## config.mk

```make
export PLATFORM = sky130hd
export DESIGN_NAME = vend_dispense_ctrl
export DESIGN_NICKNAME = d
export VERILOG_FILES = /design/src/rtl/vend_dispense_ctrl.sv
export SDC_FILE = /design/constraint.sdc
export NUM_CORES = 1
export LEC_CHECK = 0
export CELL_PAD_IN_SITES_DETAIL_PLACEMENT = 0
export CELL_PAD_IN_SITES_GLOBAL_PLACEMENT = 1
export CORE_MARGIN = 2
export CORE_UTILIZATION = 47
export CTS_BUF_LIST = sky130_fd_sc_hd__clkbuf_2 sky130_fd_sc_hd__clkbuf_4 sky130_fd_sc_hd__clkbuf_8
export CTS_CLUSTER_SIZE = 10
export DETAILED_ROUTE_END_ITERATION = 12
export PLACE_DENSITY_LB_ADDON = 0.12
export SLEW_MARGIN = 15
export SYNTH_ARGS = -nofsm -noshare
export SYNTH_HDL_FRONTEND = slang
export SYNTH_SLANG_ARGS = --single-unit
```

## constraint.sdc

```tcl
create_clock -name sys_clk -period 4 [get_ports sys_clk]
set_input_delay 0.6 -clock sys_clk [delete_from_list [all_inputs] [get_ports sys_clk]]
set_output_delay 0.6 -clock sys_clk [all_outputs]
set_load 0.02 [all_outputs]
```

## src/rtl/vend_dispense_ctrl.sv

```systemverilog
// vend_dispense_ctrl: priced cola vend sequencer with coin credit, motor handshake/timeout,
// paced change/refund payout and a sticky fault state after a dispenser timeout.
module vend_dispense_ctrl #(
  parameter int PRICE      = 5,
  parameter int CREDIT_W   = 4,
  parameter int TIMEOUT    = 20,
  parameter int CHANGE_GAP = 4
) (
  input  logic                sys_clk,
  input  logic                sys_rst_n,
  input  logic                pi_money_half,
  input  logic                pi_money_one,
  input  logic                pi_cancel,
  input  logic                motor_done,
  output logic                po_motor_req,
  output logic                po_cola,
  output logic                po_change,
  output logic [CREDIT_W-1:0] po_credit,
  output logic                po_busy,
  output logic                po_fault
);
  localparam int TW = $clog2(TIMEOUT);
  localparam int GW = $clog2(CHANGE_GAP);
  typedef enum logic [2:0] {IDLE, ACCUM, DISPENSE, CHANGE, REFUND, FAULT} state_t;
  state_t              state_q;
  logic [CREDIT_W-1:0] credit_q, coin_sum_d, remain_d;
  logic [TW-1:0]       tmo_q;
  logic [GW-1:0]       gap_q;
  logic                motor_req_q, cola_q, change_q, busy_q, fault_q;
  always_comb begin
    coin_sum_d = credit_q + CREDIT_W'(pi_money_half) + CREDIT_W'({pi_money_one, 1'b0});
    remain_d   = credit_q - CREDIT_W'(PRICE);
  end
  always_ff @(posedge sys_clk or negedge sys_rst_n) begin
    if (!sys_rst_n) begin
      state_q     <= IDLE;
      credit_q    <= '0;
      tmo_q       <= '0;
      gap_q       <= '0;
      motor_req_q <= 1'b0;
      cola_q      <= 1'b0;
      change_q    <= 1'b0;
      busy_q      <= 1'b0;
      fault_q     <= 1'b0;
    end else begin
      cola_q   <= 1'b0;
      change_q <= 1'b0;
      case (state_q)
        IDLE, ACCUM: begin
          credit_q <= coin_sum_d;
          // reaching the price wins over a simultaneous cancel
          if (coin_sum_d >= CREDIT_W'(PRICE)) begin
            state_q     <= DISPENSE;
            motor_req_q <= 1'b1;
            busy_q      <= 1'b1;
            tmo_q       <= '0;
          end else if (state_q == ACCUM && pi_cancel) begin
            state_q <= CHANGE;
            busy_q  <= 1'b1;
            gap_q   <= '0;
          end else begin
            state_q <= (coin_sum_d == '0) ? IDLE : ACCUM;
          end
        end
        DISPENSE: begin
          if (motor_done) begin
            cola_q      <= 1'b1;
            motor_req_q <= 1'b0;
            credit_q    <= remain_d;
            state_q     <= (remain_d != '0) ? CHANGE : IDLE;
            busy_q      <= (remain_d != '0);
            gap_q       <= '0;
          end else if (tmo_q == TW'(TIMEOUT - 1)) begin
            motor_req_q <= 1'b0;
            state_q     <= REFUND;
            gap_q       <= '0;
          end else begin
            tmo_q <= tmo_q + TW'(1);
          end
        end
        CHANGE, REFUND: begin
          if (gap_q == GW'(CHANGE_GAP - 1)) begin
            change_q <= 1'b1;
            gap_q    <= '0;
            credit_q <= credit_q - CREDIT_W'(1);
            if (credit_q == CREDIT_W'(1)) begin
              state_q <= (state_q == CHANGE) ? IDLE : FAULT;
              busy_q  <= (state_q != CHANGE);
              fault_q <= (state_q != CHANGE);
            end
          end else begin
            gap_q <= gap_q + GW'(1);
          end
        end
        default: ;
      endcase
    end
  end
  assign po_motor_req = motor_req_q;
  assign po_cola      = cola_q;
  assign po_change    = change_q;
  assign po_credit    = credit_q;
  assign po_busy      = busy_q;
  assign po_fault     = fault_q;
endmodule

```

### After elaboration in Yosys (flattened, before gate mapping)

Index checks and enable logic that the tools add are counted.

* reduce and logical (&&, ||, !) cells: 15
* eq/ne operators: 18
* $lt $le $gt $ge: 1
* multiplexer cells: 37
* add/subtract/negate cells: 6

Operator list (count)
* 2-to-1 mux 2 bit: 8
* inequality test 2 bit (second input constant): 8
* 2-to-1 mux 3 bit: 5
* 2-to-1 mux 5 bit: 3
* 2-to-1 mux 1 bit: 13
* case mux 4 bit (3 select lines): 1
* AND reduction 4 bit: 3
* case mux 5 bit (2 select lines): 1
* case mux 3 bit (3 select lines): 1
* AND reduction 3 bit: 3
* 2-to-1 mux 4 bit: 2
* equality test 3 x 2 -> 1 bit (second input constant): 2
* inequality test 3 bit (second input constant): 2
* case mux 2 bit (3 select lines): 1
* adder 5 x 1 -> 5 bit (second input constant): 1
* equality test 5 bit (second input constant): 1
* AND reduction 5 bit: 1
* adder 4 x 1 -> 4 bit: 1
* adder 4 x 2 -> 4 bit: 1
* equality test 4 x 1 -> 1 bit (second input constant): 1
* >= comparator 4 x 3 -> 1 bit (second input constant): 1
* zero test 4 bit: 1
* nonzero test 4 bit: 1
* OR reduction 2 bit: 2
* other kinds (13): 13

* word-level logic and storage cells: 86
* input port bits: 6
* output and inout bits: 9
* bits in registers: 19

### Longest topological paths before layout

* word-level depth: 7
* gate-level depth with buffers: 8

### Worst setup path before layout

No wires, ideal clock.

* path kind: register to register
* from: reg credit_q[0] (netlist: po_credit[0])
* to: reg busy_q (netlist: po_busy)
* slack: 1.317 ns
* data arrival time: 2.555 ns
* clock period less this slack: 2.683 ns
* stages on the path, launching flop included: 8
* cell sequence: dfrtp_1 ha_1 inv_1 fa_1 nand2b_1 a222oi_1 a32o_1 mux2_1

* longest elaborated chain between the ends: 5
* elaborated cells on any way between the ends: 12
* those cells by class: 3 x add/sub; 1 x order compare; 3 x eq/ne; 3 x mux; 2 x reduce/logical

RTL lines
* start, declared: RTL line 26 `logic [CREDIT_W-1:0] credit_q, coin_sum_d, remain_d;`
* start signal, assigned: RTL line 50 `credit_q <= coin_sum_d;`
* start signal, assigned: RTL line 69 `credit_q <= remain_d;`
* start signal, assigned: RTL line 85 `credit_q <= credit_q - CREDIT_W'(1);`
* adder 4 x 1 -> 4 bit: RTL line 31 `coin_sum_d = credit_q + CREDIT_W'(pi_money_half) + CREDIT_W'({pi_money_one, 1'b0});`
* adder 4 x 2 -> 4 bit: RTL line 31
* >= comparator 4 x 3 -> 1 bit: RTL line 52 `if (coin_sum_d >= CREDIT_W'(PRICE)) begin`
* inequality test 3 bit (no source line) or 2-to-1 mux 1 bit (tied branches)
* AND reduction 5 bit (no source line) or case mux 1 bit (3 select lines) (tied branches)
* end signal, assigned: RTL line 71 `busy_q <= (remain_d != '0);`
* end signal, assigned: RTL line 88 `busy_q <= (state_q != CHANGE);`
* end, declared: RTL line 29 `logic motor_req_q, cola_q, change_q, busy_q, fault_q;`

Parallel ways exist; a longest one is shown, timed or not. The select of a mux whose other input is x is not followed.
A chain may end at the register's enable or synchronous reset.

### Worst setup path in the final report

* from: in pi_money_half
* to: reg busy_q (netlist: po_busy)

* longest elaborated chain between the ends: 5
* elaborated cells on any way between the ends: 7
* those cells by class: 2 x add/sub; 1 x order compare; 1 x eq/ne; 2 x mux; 1 x reduce/logical

RTL lines
* start, declared: RTL line 11 `input logic pi_money_half,`
* adder 4 x 1 -> 4 bit *: RTL line 31
* adder 4 x 2 -> 4 bit *: RTL line 31
* >= comparator 4 x 3 -> 1 bit *: RTL line 52
* inequality test 3 bit (no source line) or 2-to-1 mux 1 bit (tied branches)
* AND reduction 5 bit (no source line) or case mux 1 bit (3 select lines) (tied branches)

Mark *: on every way between the ends. The rest lies on a longest branch, timed or not.

==> run summary <==
maximum fanout along the worst path -> 7
drt first pass iters -> 4
Synth Area in Simple Gates -> 0.238
cts hold-fix bufs -> 0
Crit. End Element -> flop
Setup TNS -> 0 ps
IO Port Bufs -> 14
Post-Place Cells -> 187
mapped cell area -> 0.00132 mm^2
library cells used by synthesis -> 51
Switching Fraction -> 0.439
Clock Root Buffer -> clkbuf_4
Worst-Margin Slew -> 878 ps
reg2reg end -> po_busy
post-synthesis mux area share -> 0.0237
core box area -> 0.00271 mm^2
nature of the critical path startpoint -> input pin
Die Wd -> 56.9 um
Synthesized Nets -> 161
DRC -> 0
first-pass GRT wire length -> 4970 um
commonest non-fill, non-tap cell in the layout -> dfrtp_1
dpl cell area -> 0.00147 mm^2
EDFF count, synth -> 0
fin cells -> 191
Seq pwr share -> 0.377
share of layout cells above drive strength 1 -> 0.0563
M1 WL -> 1330 um
DR iter-0 viols -> 31
Syn Area/Cell -> 8.90 um^2
gr ovfl total -> 0
worst reg-to-reg setup slack -> 1120 ps
XOR/XNOR Fraction of Synth Area -> 0.0399
die area -> 0.00324 mm^2
main flop type after synthesis -> dfrtp_1
CTS buffer count -> 3
Final Hold Fails -> 0
Leak -> 0.650 nW
n_diodes -> 0
CTS tree -> yes
vias in the first global route -> 1,058
Final period util -> 0.757
hpwl dp -> 2210 um
post-route cell area -> 0.00150 mm^2
final setup vio count -> 0
Max Root-Sink Buffers -> 2
Slew headroom -> 0.413
post-synthesis sequential area ratio -> 0.361
Layout Skew -> 5.00 ps
combinational family with the most area after synthesis -> simple AND/OR/NAND/NOR gates
synth warn -> 0
Final ANT Viol Nets -> 0
Initial Utilization -> 0.486
Cells after Synth -> 148
FF-to-FF Start -> po_credit[0]
status -> finished clean
FF+latch area -> 475 um^2
R2R depth -> 7
detailed-route via count -> 1,175
final core occ -> 0.552
Fillers -> 261
RSZ-0062 raised after global routing -> no
Hold WC Path Type -> flop to flop
antenna violations before repair -> 0
Met2 Wirelength -> 1480 um
pwr/cell area -> 573 mW/mm^2
number of H-tree levels -> 1
Top Metal Used -> met4
Setup crit end -> po_busy
P&R area growth vs syn -> 13.5%
DR WL/cell -> 15.5 um
Comb pwr share -> 0.505
crit path kind -> input pin to flop
DR vias/cell -> 6.15
Worst Path Required -> 4200 ps
clock share of power -> 0.119
largest net degree at the start of global routing -> 20
Crit. Startpoint -> pi_money_half
Synth Area in Adders -> 0.0722
post-CTS setup repair buffer count -> 0
# Max-Cap Violations -> 0
Internal Pwr Total -> 481 uW
Synth Area in Compound Gates -> 0.226
most frequent cells in the layout -> dfrtp_1 (19), nand2_1 (16), clkdlybuf4s50_1 (14), nor2_1 (13), o21ai_0 (11)
global placer's final weighted congestion -> 0.833
Async SR Flop Fraction -> 1.00
row count -> 19
Clock Latency Late Sink -> 310 ps
nets -> 174
Seq cells post-synth -> 19
Slew Limit Fails -> 0
Reg clk slew, reported paths -> 110 ps
post-cts sizing count -> 0
post-layout min period -> 3030 ps
area of the multi-input gates -> 791 um^2
net switching power -> 376 uW
DR WL met3 -> 116 um
Worst VDD drop -> 355 uV
die height -> 56.9 um
DRT Wirelength -> 2960 um
clock sinks -> 19
fmax -> 0.330 GHz
CP Data Arrival Time -> 3220 ps
io pins -> 15
GRT Overall Usage -> 0.197
per-stage QoR:
| stage | power (mW) | setup slack (ps) | hold slack [ps] |
|---|---|---|---|
| floorplan | 0.622 | 1320 | 304 |
| global placement | 0.740 | 763 | 484 |
| detailed placement | 0.757 | 663 | 499 |
| CTS | 0.860 | 979 | 519 |
| global route | 0.924 | 795 | 543 |
| finish | 0.857 | 974 | 515 |
metal layers:
layer	track usage	vias to the layer above
met1	0.262	580
met5	0	-
li1	-	564
met3	0.0295	6
met2	0.325	25
met4	0.0731	0
synth_stat cells (all sizes together) (3+ instances only):
library cell  number  area [um^2]
a21o               4         30.0
a21oi              5         25.0
a31oi              4         25.0
buf                3         17.5
clkbuf             3         11.3
dfrtp             19          475
ha                 6         75.1
inv                6         22.5
nand2             16         60.1
nand2b             7         43.8
nor2              13         48.8
nor3b              3         33.8
o21ai             12         63.8
xor2               4         35.0
layout make-up:
class / instances / area share
Tap cell: 31 / 0.0259
Clock inverter: 1 / 0.00335
Inverter: 6 / 0.0151
Timing Repair Buffer: 14 / 0.0937
Multi-Input combinational cell: 117 / 0.529
Sequential cell: 19 / 0.318
Clock buffer: 3 / 0.0151
cell families (layout without fill, tap and decap cells):
| kind of cell | after synthesis | count (layout) |
|---|---|---|
| and+or+nand+nor | 57 | 57 |
| xor gates and xnor gates | 6 | 6 |
| muxes | 3 | 3 |
| adders and majority gates | 7 | 7 |
| AOI/OAI and AO/OA | 44 | 44 |
| buffers and inverters | 12 | 24 |
| DFF | 19 | 19 |
how the worst min path moves through the flow:
| stage | cells after the start | from | endpoint | slack [ps] |
|---|---|---|---|---|
| detailed placement | 2 | po_fault | po_fault | 500 |
| CTS | 1 | tmo_q[0] | tmo_q[0] | 520 |
| global route | 1 | tmo_q[0] | tmo_q[0] | 540 |
| floorplan | 0 | sys_rst_n | gap_q[0] | 300 |
| finish | 2 | po_fault | po_fault | 510 |
| global placement | 2 | po_fault | po_fault | 480 |
state kept, by name, summed over array words and instances (netlist names):
register and cells:
gap_q 2, po_busy 1, po_change 1, po_cola 1
po_credit 4, po_fault 1, po_motor_req 1, state_q 3
tmo_q 5
power by group through the flow:
stage               registers [mW]  clock network [mW]  logic, mW
global placement             0.322                   0      0.419
global route                 0.335               0.112      0.477
floorplan                    0.308                   0      0.314
detailed placement           0.324                   0      0.432
CTS                          0.321               0.104      0.434
finish                       0.323               0.102      0.432
critical path, cell delays in order:
cell and delay [ps]:
clkdlybuf4s50_1 460, ha_1 180, inv_1 60, fa_1 520, nand2b_1 80, a222oi_1 710, a32o_1 280, mux2_1 320
(Power assumes the default switching activity.)
